### config.mk
export PLATFORM = sky130hd
export DESIGN_NAME = dma_req_sched
export DESIGN_NICKNAME = d
export VERILOG_FILES = /design/src/rtl/dma_req_sched.sv
export SDC_FILE = /design/constraint.sdc
export NUM_CORES = 1
export LEC_CHECK = 0
export ABC_AREA = 0
export CORE_AREA = 2 2 321 323
export DETAILED_ROUTE_END_ITERATION = 7
export DIE_AREA = 0 0 323 325
export SYNTH_ARGS = -nofsm -noshare
export SYNTH_HDL_FRONTEND = slang
export SYNTH_SLANG_ARGS = --single-unit
### constraint.sdc
create_clock -name clk -period 13.8 [get_ports clk]
set_clock_uncertainty 0.05 [all_clocks]
set_input_delay 3.45 -clock clk [delete_from_list [all_inputs] [get_ports clk]]
set_output_delay 3.45 -clock clk [all_outputs]
set_load 0.02 [all_outputs]
### src/rtl/dma_req_sched.sv
// Round-robin scheduler sharing one DMA engine among 4 requesters; splits descriptors into
// chunks that never cross a 4 KiB CPU page. Optional watchdog: DMA_SCHED_TIMEOUT_EN.
module dma_req_sched #(
  parameter int unsigned NUM_REQ         = 4,
  parameter int unsigned MAX_CHUNK_BYTES = 512,
  parameter int unsigned ISSUE_GAP       = 3,
  parameter int unsigned TIMEOUT_CYCLES  = 65536
) (
  input  logic                  clk,
  input  logic                  rst,
  input  logic [NUM_REQ-1:0]    req_valid,
  output logic [NUM_REQ-1:0]    req_ready,
  input  logic [NUM_REQ-1:0]    req_mode,
  input  logic [NUM_REQ*64-1:0] req_cpu_addr,
  input  logic [NUM_REQ*64-1:0] req_fpga_addr,
  input  logic [NUM_REQ*32-1:0] req_len,
  output logic [NUM_REQ-1:0]    req_done,
`ifdef DMA_SCHED_TIMEOUT_EN
  output logic [NUM_REQ-1:0]    req_err,
  output logic                  dma_rst_req,
`endif
  output logic                  dma_trans_valid,
  output logic                  dma_trans_mode,
  output logic [1:0]            dma_trans_function,
  output logic [63:0]           dma_trans_cpu_region_addr,
  output logic [63:0]           dma_trans_fpga_region_addr,
  output logic [31:0]           dma_trans_transfer_len,
  input  logic                  dma_trans_finish,
  output logic                  busy
);

  localparam logic [15:0] GapLoad  = 16'(ISSUE_GAP);
  localparam logic [31:0] MaxChunk = 32'(MAX_CHUNK_BYTES);

  typedef enum logic [2:0] {StGap, StIdle, StCalc, StIssue, StWait} state_e;

  state_e              state_q, state_d;
  logic [15:0]         gap_q, gap_d;
  logic [1:0]          rr_q, rr_d;
  logic [1:0]          g_q, g_d;
  logic                mode_q, mode_d;
  logic [63:0]         cpu_q, cpu_d;
  logic [63:0]         fpga_q, fpga_d;
  logic [31:0]         rem_q, rem_d;
  logic [NUM_REQ-1:0]  ready_q, ready_d;
  logic [NUM_REQ-1:0]  done_q, done_d;
  logic                valid_q, valid_d;
  logic                tmode_q, tmode_d;
  logic [1:0]          tfunc_q, tfunc_d;
  logic [63:0]         tcpu_q, tcpu_d;
  logic [63:0]         tfpga_q, tfpga_d;
  logic [31:0]         tlen_q, tlen_d;
  logic                busy_q, busy_d;
`ifdef DMA_SCHED_TIMEOUT_EN
  localparam logic [31:0] TimeoutLast = 32'(TIMEOUT_CYCLES - 1);
  logic [31:0]         to_cnt_q, to_cnt_d;
  logic [NUM_REQ-1:0]  err_q, err_d;
  logic [1:0]          rst_hold_q, rst_hold_d;
`endif

  logic        gnt_found;
  logic [1:0]  gnt_idx;
  logic [1:0]  cand;
  logic [63:0] gnt_cpu;
  logic [63:0] gnt_fpga;
  logic [31:0] gnt_len;
  logic [31:0] page_left;
  logic [31:0] chunk;

  // Walk offsets from the far end so the lowest offset from rr_q wins.
  always_comb begin
    gnt_found = 1'b0;
    gnt_idx   = rr_q;
    cand      = rr_q;
    for (int k = NUM_REQ - 1; k >= 0; k--) begin
      cand = rr_q + 2'(k);
      if (req_valid[cand]) begin
        gnt_found = 1'b1;
        gnt_idx   = cand;
      end
    end
  end

  assign gnt_cpu  = req_cpu_addr[{gnt_idx, 6'd0} +: 64];
  assign gnt_fpga = req_fpga_addr[{gnt_idx, 6'd0} +: 64];
  assign gnt_len  = req_len[{gnt_idx, 5'd0} +: 32] & ~32'd3;

  always_comb begin
    page_left = 32'd4096 - {20'd0, cpu_q[11:0]};
    chunk     = rem_q;
    if ({1'b0, MaxChunk} < {1'b0, chunk}) chunk = MaxChunk;
    if ({1'b0, page_left} < {1'b0, chunk}) chunk = page_left;
  end

  always_comb begin
    state_d = state_q;
    gap_d   = gap_q;
    rr_d    = rr_q;
    g_d     = g_q;
    mode_d  = mode_q;
    cpu_d   = cpu_q;
    fpga_d  = fpga_q;
    rem_d   = rem_q;
    ready_d = '0;
    done_d  = '0;
    valid_d = 1'b0;
    tmode_d = tmode_q;
    tfunc_d = tfunc_q;
    tcpu_d  = tcpu_q;
    tfpga_d = tfpga_q;
    tlen_d  = tlen_q;
`ifdef DMA_SCHED_TIMEOUT_EN
    to_cnt_d   = '0;
    err_d      = '0;
    rst_hold_d = (rst_hold_q != 2'd0) ? rst_hold_q - 2'd1 : 2'd0;
`endif
    unique case (state_q)
      StGap: begin
        if (gap_q != 16'd0) gap_d = gap_q - 16'd1;
        else state_d = (rem_q != 32'd0) ? StCalc : StIdle;
      end
      StIdle: begin
        // A zero-length grant lands back here while its ready pulse is out; finish it
        // before granting again so a still-asserted req_valid is not taken twice.
        if (ready_q != '0) begin
          done_d = ready_q;
        end else if (gnt_found) begin
          ready_d = NUM_REQ'(1) << gnt_idx;
          g_d     = gnt_idx;
          rr_d    = gnt_idx + 2'd1;
          mode_d  = req_mode[gnt_idx];
          cpu_d   = gnt_cpu;
          fpga_d  = gnt_fpga;
          rem_d   = gnt_len;
          state_d = (gnt_len != 32'd0) ? StCalc : StIdle;
        end
      end
      StCalc: begin
        tlen_d  = chunk;
        tcpu_d  = cpu_q;
        tfpga_d = fpga_q;
        tfunc_d = g_q;
        tmode_d = mode_q;
        valid_d = 1'b1;
        state_d = StIssue;
      end
      StIssue: state_d = StWait;
      StWait: begin
        if (dma_trans_finish) begin
          cpu_d   = cpu_q + {32'd0, tlen_q};
          fpga_d  = fpga_q + {32'd0, tlen_q};
          rem_d   = rem_q - tlen_q;
          if (rem_q == tlen_q) done_d = NUM_REQ'(1) << g_q;
          gap_d   = GapLoad;
          state_d = StGap;
        end
`ifdef DMA_SCHED_TIMEOUT_EN
        else if (to_cnt_q == TimeoutLast) begin
          err_d      = NUM_REQ'(1) << g_q;
          rst_hold_d = 2'd2;
          rem_d      = '0;
          gap_d      = GapLoad;
          state_d    = StGap;
        end else begin
          to_cnt_d = to_cnt_q + 32'd1;
        end
`endif
      end
      default: state_d = StGap;
    endcase
    busy_d = (state_d != StIdle);
  end

  always_ff @(posedge clk or posedge rst) begin
    if (rst) begin
      state_q <= StGap;
      gap_q   <= GapLoad;
      rr_q    <= '0;
      g_q     <= '0;
      mode_q  <= 1'b0;
      cpu_q   <= '0;
      fpga_q  <= '0;
      rem_q   <= '0;
      ready_q <= '0;
      done_q  <= '0;
      valid_q <= 1'b0;
      tmode_q <= 1'b0;
      tfunc_q <= '0;
      tcpu_q  <= '0;
      tfpga_q <= '0;
      tlen_q  <= '0;
      busy_q  <= 1'b0;
`ifdef DMA_SCHED_TIMEOUT_EN
      to_cnt_q   <= '0;
      err_q      <= '0;
      rst_hold_q <= '0;
`endif
    end else begin
      state_q <= state_d;
      gap_q   <= gap_d;
      rr_q    <= rr_d;
      g_q     <= g_d;
      mode_q  <= mode_d;
      cpu_q   <= cpu_d;
      fpga_q  <= fpga_d;
      rem_q   <= rem_d;
      ready_q <= ready_d;
      done_q  <= done_d;
      valid_q <= valid_d;
      tmode_q <= tmode_d;
      tfunc_q <= tfunc_d;
      tcpu_q  <= tcpu_d;
      tfpga_q <= tfpga_d;
      tlen_q  <= tlen_d;
      busy_q  <= busy_d;
`ifdef DMA_SCHED_TIMEOUT_EN
      to_cnt_q   <= to_cnt_d;
      err_q      <= err_d;
      rst_hold_q <= rst_hold_d;
`endif
    end
  end

  assign req_ready                  = ready_q;
  assign req_done                   = done_q;
  assign dma_trans_valid            = valid_q;
  assign dma_trans_mode             = tmode_q;
  assign dma_trans_function         = tfunc_q;
  assign dma_trans_cpu_region_addr  = tcpu_q;
  assign dma_trans_fpga_region_addr = tfpga_q;
  assign dma_trans_transfer_len     = tlen_q;
  assign busy                       = busy_q;
`ifdef DMA_SCHED_TIMEOUT_EN
  assign req_err     = err_q;
  assign dma_rst_req = (rst_hold_q != 2'd0);
`endif

endmodule

==> summary.md, run 1 <==
| Metric | Value |
|---|---|
| IO Pins | 824 |
| Vias | 25900 |
| Mapped cell area | 25500 um^2 |
| EDFF count, synth | 0 |
| Grt ovf | 0 |
| GRT busiest layer | met2 |
| Status | finished, final reports clean |
| Commonest non-fill, non-tap cell in the layout | clkdlybuf4s50_1 |
| Setup violators final | 0 |
| WL final | 115 mm |
| CP endpoint kind | flip-flop |
| Max IR drop VDD | 0.000118 V |
| Starting density of the core | 25.2% |
| Tot GR Track Use | 21.3% |
| Initial DRC count | 1890 |
| Met1 usage | 28.7% |
| RSZ-0062 raised after global routing | false |
| Main area contributors after synthesis | dfrtp_1 35%, mux4_2 12%, nand2_1 10%, ha_1 5.5%, a21oi_1 3.8% |
| FMAX | 0.129 GHz |
| Ys async rst share | 100% |
| Clk sinks | 357 |
| Max Root-Sink Buffers | 3 |
| Worst-Margin Slew | 1.31 ns |
| Hold Path Stages | 2 |
| CP top delay family | buffers and inverters |
| CP dominant cell by count | buf_4 |
| Via-to-Cell Ratio | 5.12 |
| CP max-delay cell | mux4_2 |
| Worst Hold Class | reg2reg |
| Commonest non-fill, non-tap cells in the layout | 815 x clkdlybuf4s50_1, 700 x nand2_1, 355 x dfrtp_1 |
| Critical-path cell list | clkdlybuf4s50_1 > or2_2 > a21oi_1 > a211oi_4 > buf_4 > inv_8 > buf_4 > mux4_2 > nor4_1 > nand4_1 > nor4b_2 > o221ai_1 > a211o_1 |
| Hold Vio Cnt, Final | 0 |
| Die width | 323 um |
| Clk pin slew, worst setup/hold paths | 0.06 ns |
| Hold Path End | dma_trans_fpga_region_addr[21]$_DFFE_PP0P_ |
| Final nets | 4421 |
| Gate Count Post-Synth | 2926 |
| Cell row count | 117 |
| CTS H-Tree Depth | 2 |
| Die height | 325 um |
| Slowest stage delay, CP | 0.69 ns |
| Critical path arrival | 8.15 ns |
| Routed Antenna Nets | 0 |
| YS warnings | 0 |
| Syn-to-layout area delta | 43.8% |
| Post-route cell area | 36700 um^2 |
| CTS tree | built |
| Register-to-Register Path Depth | 12 |
| Worst reg2reg setup slack | 9.11 ns |
| Number of global-route vias before repair | 25300 |
| Setup repair bufs after CTS | 0 |
| #FFs+latches synth | 357 |
| Seq/Total Area, Yosys | 35.1% |
| Final Max Tran Viols | 0 |
| # resized after CTS | 0 |
| RR Startpoint | rr_q[1]$_DFFE_PP0P_ |
| Lkg Pwr | 15.2 nW |
| Pre-antenna DRT Iters | 5 |
| Area share of the largest cell type after synthesis | 34.9% |
| Worst rel slew slack | 10.2% |
| Area of the multi-input gates | 15700 um^2 |
| Startpoint types | input pin |
| Placed cell area | 35000 um^2 |
| Root buffer cell | clkbuf_16 |
| Die ar. | 105000 um^2 |
| Critical-path maximum fanout | 70 |
| Largest net degree at the start of global routing | 89 |
| Mean Syn Cell Area | 8.71 um^2 |
| Core box area | 101000 um^2 |
| Worst path bufs/invs | 4 |
| Min Clock Period, post-route | 7.73 ns |
| Met2 Track Usage GR | 35.4% |
| Hold path start | dma_trans_fpga_region_addr[21]$_DFFE_PP0P_ |
| Synth area leader | dfrtp_1 |
| Initial antenna violation count | 11 |
| Ys flop type | dfrtp_1 |
| Proportion of layout cells with a drive suffix above 1 | 7.89% |
| Worst r2r dst | busy$_DFF_PP0_ |
| CTS Hold Bufs | 0 |
| I/O Buffers | 815 |
| Count of cell types in the netlist | 85 |
| CP Class | in2reg |
| PD cells | 218 nW/um^2 |
| Num CTS Buffers | 46 |
| First-pass GRT wire length | 168 mm |
| Dpl hpwl | 90.8 mm |
| Register area | 8940 um^2 |
| Placer Congestion | 0.931 |
| Final period utilization | 56.0% |
| Worst endpoint required time | 14.22 ns |
| MaxCap Viol Count | 0 |
| Residual DRC | 0 |
| Worst skew pair latency | 0.58 ns |
| Setup TNS | 0 ns |
| FILL cells | 10500 |
| Met3 usage | 3.56% |
| WL/cell | 22.8 um |
[registers in the layout, indices dropped and copies added, names as in the netlist, 2 cells and up]
register                    flops
dma_trans_transfer_len         32
dma_trans_function              2
state_q                         3
gap_q                          16
req_ready                       4
req_done                        4
dma_trans_cpu_region_addr      64
rem_q                          32
dma_trans_fpga_region_addr     64
fpga_q                         64
cpu_q                          64
g_q                             2
rr_q                            2
[cell usage after synthesis (all sizes together), types with 53 or more instances]
master / n
a21oi: 192
and3: 53
clkbuf: 130
dfrtp: 355
ha: 113
inv: 76
mux4: 140
nand2: 704
nand3: 74
nor2: 210
nor3: 56
o21ai: 146
[report_power, final]
part           total, mW  switching (mW)  leakage [nW]  internal (mW)
logic               4.64            2.69          10.0           1.95
registers           2.03           0.500          4.35           1.54
clock network       1.30           0.513         0.793          0.787
[worst register-to-register path, delay by kind of cell, from the launching register on]
family / cells / cell delay, ns
DFF: 1 / 0.46
muxes: 1 / 0.70
and+or+nand+nor: 4 / 1.13
buffers and inverters: 3 / 1.33
AOI/OAI and AO/OA: 4 / 0.91
[how the worst max path moves through the flow]
| stage | from | end | slack [ns] | depth (start not counted) |
|---|---|---|---|---|
| 2_1_floorplan | rst | busy$_DFF_PP0_ | 0.40 | 1 |
| 3_3_place_gp | req_valid[3] | busy$_DFF_PP0_ | 5.30 | 13 |
| 3_5_place_dp | req_valid[3] | busy$_DFF_PP0_ | 5.31 | 13 |
| 4_1_cts | req_valid[3] | busy$_DFF_PP0_ | 5.95 | 13 |
| 5_1_grt | req_valid[3] | busy$_DFF_PP0_ | 5.72 | 13 |
| 6_report | req_valid[3] | busy$_DFF_PP0_ | 6.07 | 13 |
[stage by stage]
step / total power [mW] / util (%) / setup slack [ns] / instances / hold WS [ns]
5_1_grt: 8.57 / 36.2 / 5.72 / 5057 / 0.439
6_report: 7.97 / 36.2 / 6.07 / 5065 / 0.421
3_3_place_gp: 6.63 / 34.6 / 5.30 / 4974 / 0.409
3_5_place_dp: 6.68 / 34.6 / 5.31 / 4974 / 0.411
4_1_cts: 8.02 / 36.2 / 5.95 / 5057 / 0.425
2_1_floorplan: 4.93 / - / 0.398 / 2928 / 0.389
[cell type report]
cell class                      count  share of cell area (%)
Antenna cell                        8                  0.0546
Clock buffer                       61                    3.62
Clock inverter                     22                   0.761
Inverter                           76                   0.833
Multi-Input combinational cell   2324                    42.7
Sequential cell                   357                    24.4
Tap cell                         1368                    4.67
Timing Repair Buffer              849                    23.0
[metal layers]
layer  share of wire, %  vias to the layer above
met5              0.036                        -
met4                2.4                        6
met3                6.7                      128
met2                 47                      938
met1                 44                    12800
li1                   -                    12100
[kinds of logic (layout without fill, tap and decap cells)]
family,Yosys count,in the layout,share of synthesized area (%)
multiplexers,158,158,13.1
flip-flops,357,357,35.1
buffers and inverters,247,1008,3.73
XOR/XNOR,84,84,2.89
adder cells (fa/ha/maj),116,116,5.78
other,1,11,0.0147
AND/OR/NAND/NOR,1269,1269,21.9
AO/OA/AOI/OAI,694,694,17.6
(Power assumes the default switching activity.)
==> inputs of run 2 (changes only) <==
--- a/config.mk
+++ b/config.mk
@@ -6,9 +6,9 @@
 export NUM_CORES = 1
 export LEC_CHECK = 0
 export ABC_AREA = 0
-export CORE_AREA = 2 2 321 323
+export CORE_AREA = 2 2 322 324
 export DETAILED_ROUTE_END_ITERATION = 7
-export DIE_AREA = 0 0 323 325
+export DIE_AREA = 0 0 324 326
 export SYNTH_ARGS = -nofsm -noshare
 export SYNTH_HDL_FRONTEND = slang
 export SYNTH_SLANG_ARGS = --single-unit
==> constraint.sdc (replaced) <==
create_clock -name clk -period 7.8 [get_ports clk]
set_clock_uncertainty 0.05 [all_clocks]
set_input_delay 1.95 -clock clk [delete_from_list [all_inputs] [get_ports clk]]
set_output_delay 1.95 -clock clk [all_outputs]
set_load 0.02 [all_outputs]
==> summary.md, run 2 (same netlist as run 1, synthesis figures left out) <==
| Metric | Value |
|---|---|
| Combinational power share | 58.2% |
| MaxCap Viol Count | 0 |
| Die height | 326 um |
| RR Startpoint | dma_trans_transfer_len[10]$_DFFE_PP0P_ |
| Placer Congestion | 0.878 |
| Initial antenna violation count | 12 |
| Hold Path End | dma_trans_fpga_region_addr[9]$_DFFE_PP0P_ |
| PD cells | 382 nW/um^2 |
| # resized after CTS | 0 |
| Vias | 25900 |
| Die ar. | 106000 um^2 |
| Met3 usage | 3.55% |
| RSZ-0062 raised after global routing | false |
| Commonest non-fill, non-tap cell in the layout | clkdlybuf4s50_1 |
| Clk pwr share | 16.1% |
| Routed Antenna Nets | 0 |
| Grt ovf | 0 |
| Setup violators final | 0 |
| WL/cell | 22.4 um |
| Design Power | 14.0 mW |
| Dpl hpwl | 88.2 mm |
| Number of global-route vias before repair | 25400 |
| Max IR drop VDD | 0.000199 V |
| Cell row count | 118 |
| Worst skew pair latency | 0.60 ns |
| GRT busiest layer | met2 |
| CTS H-Tree Depth | 2 |
| IO Pins | 824 |
| Min Clock Period, post-route | 5.41 ns |
| Hold path start | dma_trans_fpga_region_addr[9]$_DFFE_PP0P_ |
| Reg power frac | 25.8% |
| Setup repair bufs after CTS | 0 |
| I/O Buffers | 815 |
| Worst-Margin Slew | 1.12 ns |
| FMAX | 0.185 GHz |
| Final nets | 4418 |
| Critical-path maximum fanout | 37 |
| Final Max Tran Viols | 0 |
| Max Root-Sink Buffers | 3 |
| Worst endpoint required time | 8.23 ns |
| Worst r2r dst | cpu_q[59]$_DFFE_PP0P_ |
| Switching power | 6.49 mW |
| Register-to-Register Path Depth | 10 |
| Sw Share | 46.3% |
| Residual DRC | 0 |
| CTS Hold Bufs | 0 |
| Proportion of layout cells with a drive suffix above 1 | 7.76% |
| Hold Vio Cnt, Final | 0 |
| Final period utilization | 69.4% |
| Root buffer cell | clkbuf_16 |
| WL final | 113 mm |
| Clk pin slew, worst setup/hold paths | 0.06 ns |
| Hold Path Stages | 2 |
| Status | finished, final reports clean |
| CP Class | in2reg |
| Num CTS Buffers | 46 |
| Die width | 324 um |
| Setup TNS | 0 ns |
| Commonest non-fill, non-tap cells in the layout | 815 x clkdlybuf4s50_1, 700 x nand2_1, 355 x dfrtp_1 |
| Worst Hold Class | reg2reg |
| Lkg Pwr | 15.2 nW |
| CTS tree | built |
| Critical path arrival | 5.84 ns |
| Pint | 7.51 mW |
| Clk sinks | 357 |
| Initial DRC count | 1740 |
| CP endpoint kind | flip-flop |
| Worst rel slew slack | 23.3% |
| Largest net degree at the start of global routing | 141 |
| Startpoint types | input pin |
| Syn-to-layout area delta | 43.9% |
| Met2 Track Usage GR | 34.4% |
| Pre-antenna DRT Iters | 5 |
| Starting density of the core | 24.8% |
| First-pass GRT wire length | 165 mm |
| Tot GR Track Use | 20.8% |
| Met1 usage | 28.3% |
| Via-to-Cell Ratio | 5.10 |
| Core box area | 103000 um^2 |
| Hold Slack | 0.420 ns |
| Worst reg2reg setup slack | 3.08 ns |
## run 2: final cells by class
cell class / count / area, um^2
clock buffers: 63 / 1320
multi-input cells: 2324 / 15700
repair buffers: 846 / 8470
clock inverters: 21 / 258
flip-flops and latches: 357 / 8940
inverters: 76 / 302
diodes: 1 / 2.50
well taps: 1380 / 1730
fillers: 10500 / 65900
## run 2: how the worst max path moves through the flow
stage / slack (ns) / endpoint / from / cells after the start
global placement: 1.78 / busy$_DFF_PP0_ / req_valid[0] / 10
detailed placement: 1.74 / busy$_DFF_PP0_ / req_valid[0] / 10
CTS: 2.38 / busy$_DFF_PP0_ / req_valid[0] / 10
floorplan: 1.02 / busy$_DFF_PP0_ / rst / 1
finish: 2.39 / busy$_DFF_PP0_ / req_valid[0] / 10
global route: 2.23 / busy$_DFF_PP0_ / req_valid[3] / 11
## run 2: through the flow
step	instance area, um^2	std cells	util [%]	worst slack, ns
4_1_cts	36700	5067	35.7	2.38
5_1_grt	36700	5067	35.7	2.23
2_1_floorplan	25500	2928	-	1.02
3_3_place_gp	35100	4983	34.2	1.78
3_5_place_dp	35100	4983	34.2	1.74
6_report	36700	5068	35.7	2.39
## run 2: routing by layer
| metal | part of all wire (%) | wire length, um | vias up |
|---|---|---|---|
| li1 | - | - | 12100 |
| met5 | 0.040 | 45 | - |
| met2 | 47 | 53200 | 949 |
| met1 | 44 | 50300 | 12700 |
| met4 | 1.8 | 2080 | 8 |
| met3 | 6.8 | 7750 | 114 |
## run 2: worst max-delay path: stages
cell             delay [ns]
clkdlybuf4s50_1        0.50
nor2b_1                0.17
or4_1                  0.57
nand2_4                0.45
mux4_2                 0.41
nor4_1                 0.46
nand2_1                0.22
nor4b_2                0.48
o221ai_1               0.23
a211o_1                0.34
## run 2: power groups by stage
stage	registers (mW)	clock network (mW)	logic, mW
floorplan	3.73	0	4.99
global placement	3.59	0	8.09
detailed placement	3.61	0	8.16
CTS	3.59	2.30	8.20
global route	3.73	2.38	8.95
finish	3.61	2.25	8.14
==> inputs of run 3 (changes only) <==
==> constraint.sdc (replaced) <==
create_clock -name clk -period 5.6 [get_ports clk]
set_clock_uncertainty 0.05 [all_clocks]
set_input_delay 1.4 -clock clk [delete_from_list [all_inputs] [get_ports clk]]
set_output_delay 1.4 -clock clk [all_outputs]
set_load 0.02 [all_outputs]
==> summary.md, run 3 (same netlist as run 1, synthesis figures left out) <==
| Metric | Value |
|---|---|
| First-pass GRT wire length | 168 mm |
| CP endpoint kind | flip-flop |
| # resized after CTS | 0 |
| Worst reg2reg setup slack | 1.19 ns |
| Worst skew pair latency | 0.57 ns |
| Hold path start | dma_trans_fpga_region_addr[22]$_DFFE_PP0P_ |
| Critical-path maximum fanout | 29 |
| Area of the multi-input gates | 15700 um^2 |
| Clk pwr share | 16.1% |
| Final period utilization | 83.7% |
| FILL cells | 10500 |
| WL final | 115 mm |
| I/O Buffers | 815 |
| Pre-antenna DRT Iters | 5 |
| Hold Path Stages | 2 |
| Worst rel slew slack | 28.8% |
| Setup repair bufs after CTS | 0 |
| Cell row count | 118 |
| Via-to-Cell Ratio | 5.10 |
| Switching power | 9.08 mW |
| PD cells | 534 nW/um^2 |
| CP Class | in2reg |
| Critical path arrival | 5.10 ns |
| Initial antenna violation count | 12 |
| Commonest non-fill, non-tap cell in the layout | clkdlybuf4s50_1 |
| Max IR drop VDD | 0.000420 V |
| Proportion of layout cells with a drive suffix above 1 | 8.21% |
| Sw Share | 46.2% |
| Status | finished, final reports clean |
| RR Startpoint | dma_trans_transfer_len[7]$_DFFE_PP0P_ |
| FMAX | 0.213 GHz |
| Initial DRC count | 2221 |
| Worst Hold Class | reg2reg |
| Tot GR Track Use | 21.0% |
| Reg power frac | 25.6% |
| Startpoint types | input pin |
| Critical-path cell list | clkdlybuf4s50_1 > nor2b_1 > or4_1 > nand2_4 > mux4_2 > nor4_1 > buf_4 > nand2_1 > nor4b_2 > o221ai_1 > a211o_1 |
| Num CTS Buffers | 45 |
| Worst-Margin Slew | 1.07 ns |
| Worst endpoint required time | 6.01 ns |
| Die width | 324 um |
| Clk sinks | 357 |
| Hold Path End | dma_trans_fpga_region_addr[22]$_DFFE_PP0P_ |
| Lkg Pwr | 15.3 nW |
| Register-to-Register Path Depth | 10 |
| Combinational power share | 58.3% |
| Starting density of the core | 24.8% |
| Final nets | 4435 |
| Max Root-Sink Buffers | 3 |
| Hold Vio Cnt, Final | 0 |
| Worst r2r dst | cpu_q[39]$_DFFE_PP0P_ |
| Setup TNS | 0 ns |
| RSZ-0062 raised after global routing | false |
| Worst path bufs/invs | 2 |
| Routed Antenna Nets | 0 |
| Residual DRC | 0 |
| Core box area | 103000 um^2 |
| Final Max Tran Viols | 0 |
| Syn-to-layout area delta | 44.5% |
| Grt ovf | 0 |
| Commonest non-fill, non-tap cells in the layout | 815 x clkdlybuf4s50_1, 700 x nand2_1, 355 x dfrtp_1 |
| Vias | 26000 |
| Post-route cell area | 36800 um^2 |
| Placer Congestion | 0.901 |
| MaxCap Viol Count | 0 |
| IO Pins | 824 |
| Largest net degree at the start of global routing | 102 |
| WL/cell | 22.6 um |
| Hold Slack | 0.421 ns |
| Min Clock Period, post-route | 4.69 ns |
| CTS tree | built |
| Placed cell area | 35200 um^2 |
| Pint | 10.6 mW |
| Root buffer cell | clkbuf_16 |
| Number of global-route vias before repair | 25500 |
| Dpl hpwl | 89.8 mm |
| Setup violators final | 0 |
| Slowest stage delay, CP | 0.59 ns |
| Register area | 8940 um^2 |
| Die height | 326 um |
| Clk pin slew, worst setup/hold paths | 0.07 ns |
| CP max-delay cell | or4_1 |
| CP top delay family | simple AND/OR/NAND/NOR gates |
| CTS Hold Bufs | 0 |
| Die ar. | 106000 um^2 |
| CTS H-Tree Depth | 2 |
## run 3: how the worst max path moves through the flow
stage	startpoint	endpoint	slack [ns]	cells past startpoint
2_1_floorplan	rst	busy$_DFF_PP0_	-0.63	1
3_3_place_gp	req_valid[0]	busy$_DFF_PP0_	0.27	11
3_5_place_dp	req_valid[0]	busy$_DFF_PP0_	0.22	11
4_1_cts	req_valid[0]	busy$_DFF_PP0_	0.84	11
5_1_grt	req_valid[2]	busy$_DFF_PP0_	0.68	12
6_report	req_valid[0]	busy$_DFF_PP0_	0.91	11
## run 3: layer usage
metal	global-route usage, %	up-vias	routed length (um)
li1	-	12100	-
met1	29.0	12800	51600
met2	34.8	918	54600
met3	2.94	96	6710
met4	4.55	2	1940
met5	0	-	8
## run 3: per-stage QoR
stage / total power [mW] / worst slack [ns] / cells / util [%]
global route: 21.2 / 0.684 / 5088 / 35.9
detailed placement: 16.5 / 0.223 / 5001 / 34.3
floorplan: 12.1 / -0.633 / 2928 / -
CTS: 19.8 / 0.838 / 5084 / 35.9
finish: 19.7 / 0.911 / 5092 / 35.9
global placement: 16.4 / 0.266 / 5001 / 34.3
## run 3: final cells by class
| cell class | instances | area share (%) |
|---|---|---|
| diodes | 8 | 0.0543 |
| clock buffers | 63 | 3.54 |
| clock inverters | 20 | 0.740 |
| inverters | 76 | 0.818 |
| multi-input cells | 2324 | 42.5 |
| flip-flops and latches | 357 | 24.3 |
| well taps | 1380 | 4.69 |
| repair buffers | 864 | 23.4 |
## run 3: power groups by stage
stage,combinational [mW],sequential [mW],clock (mW)
after CTS,11.5,5.00,3.26
after global placement,11.4,5.01,0
after detailed placement,11.5,5.04,0
after global routing,12.6,5.19,3.35
final,11.5,5.03,3.16
after floorplan,6.95,5.20,0
## run 3: worst min-delay path, stage by stage, from the launching register on
cell	delay, ns
dfrtp_1	0.34
nand2_1	0.05
nand2_1	0.05
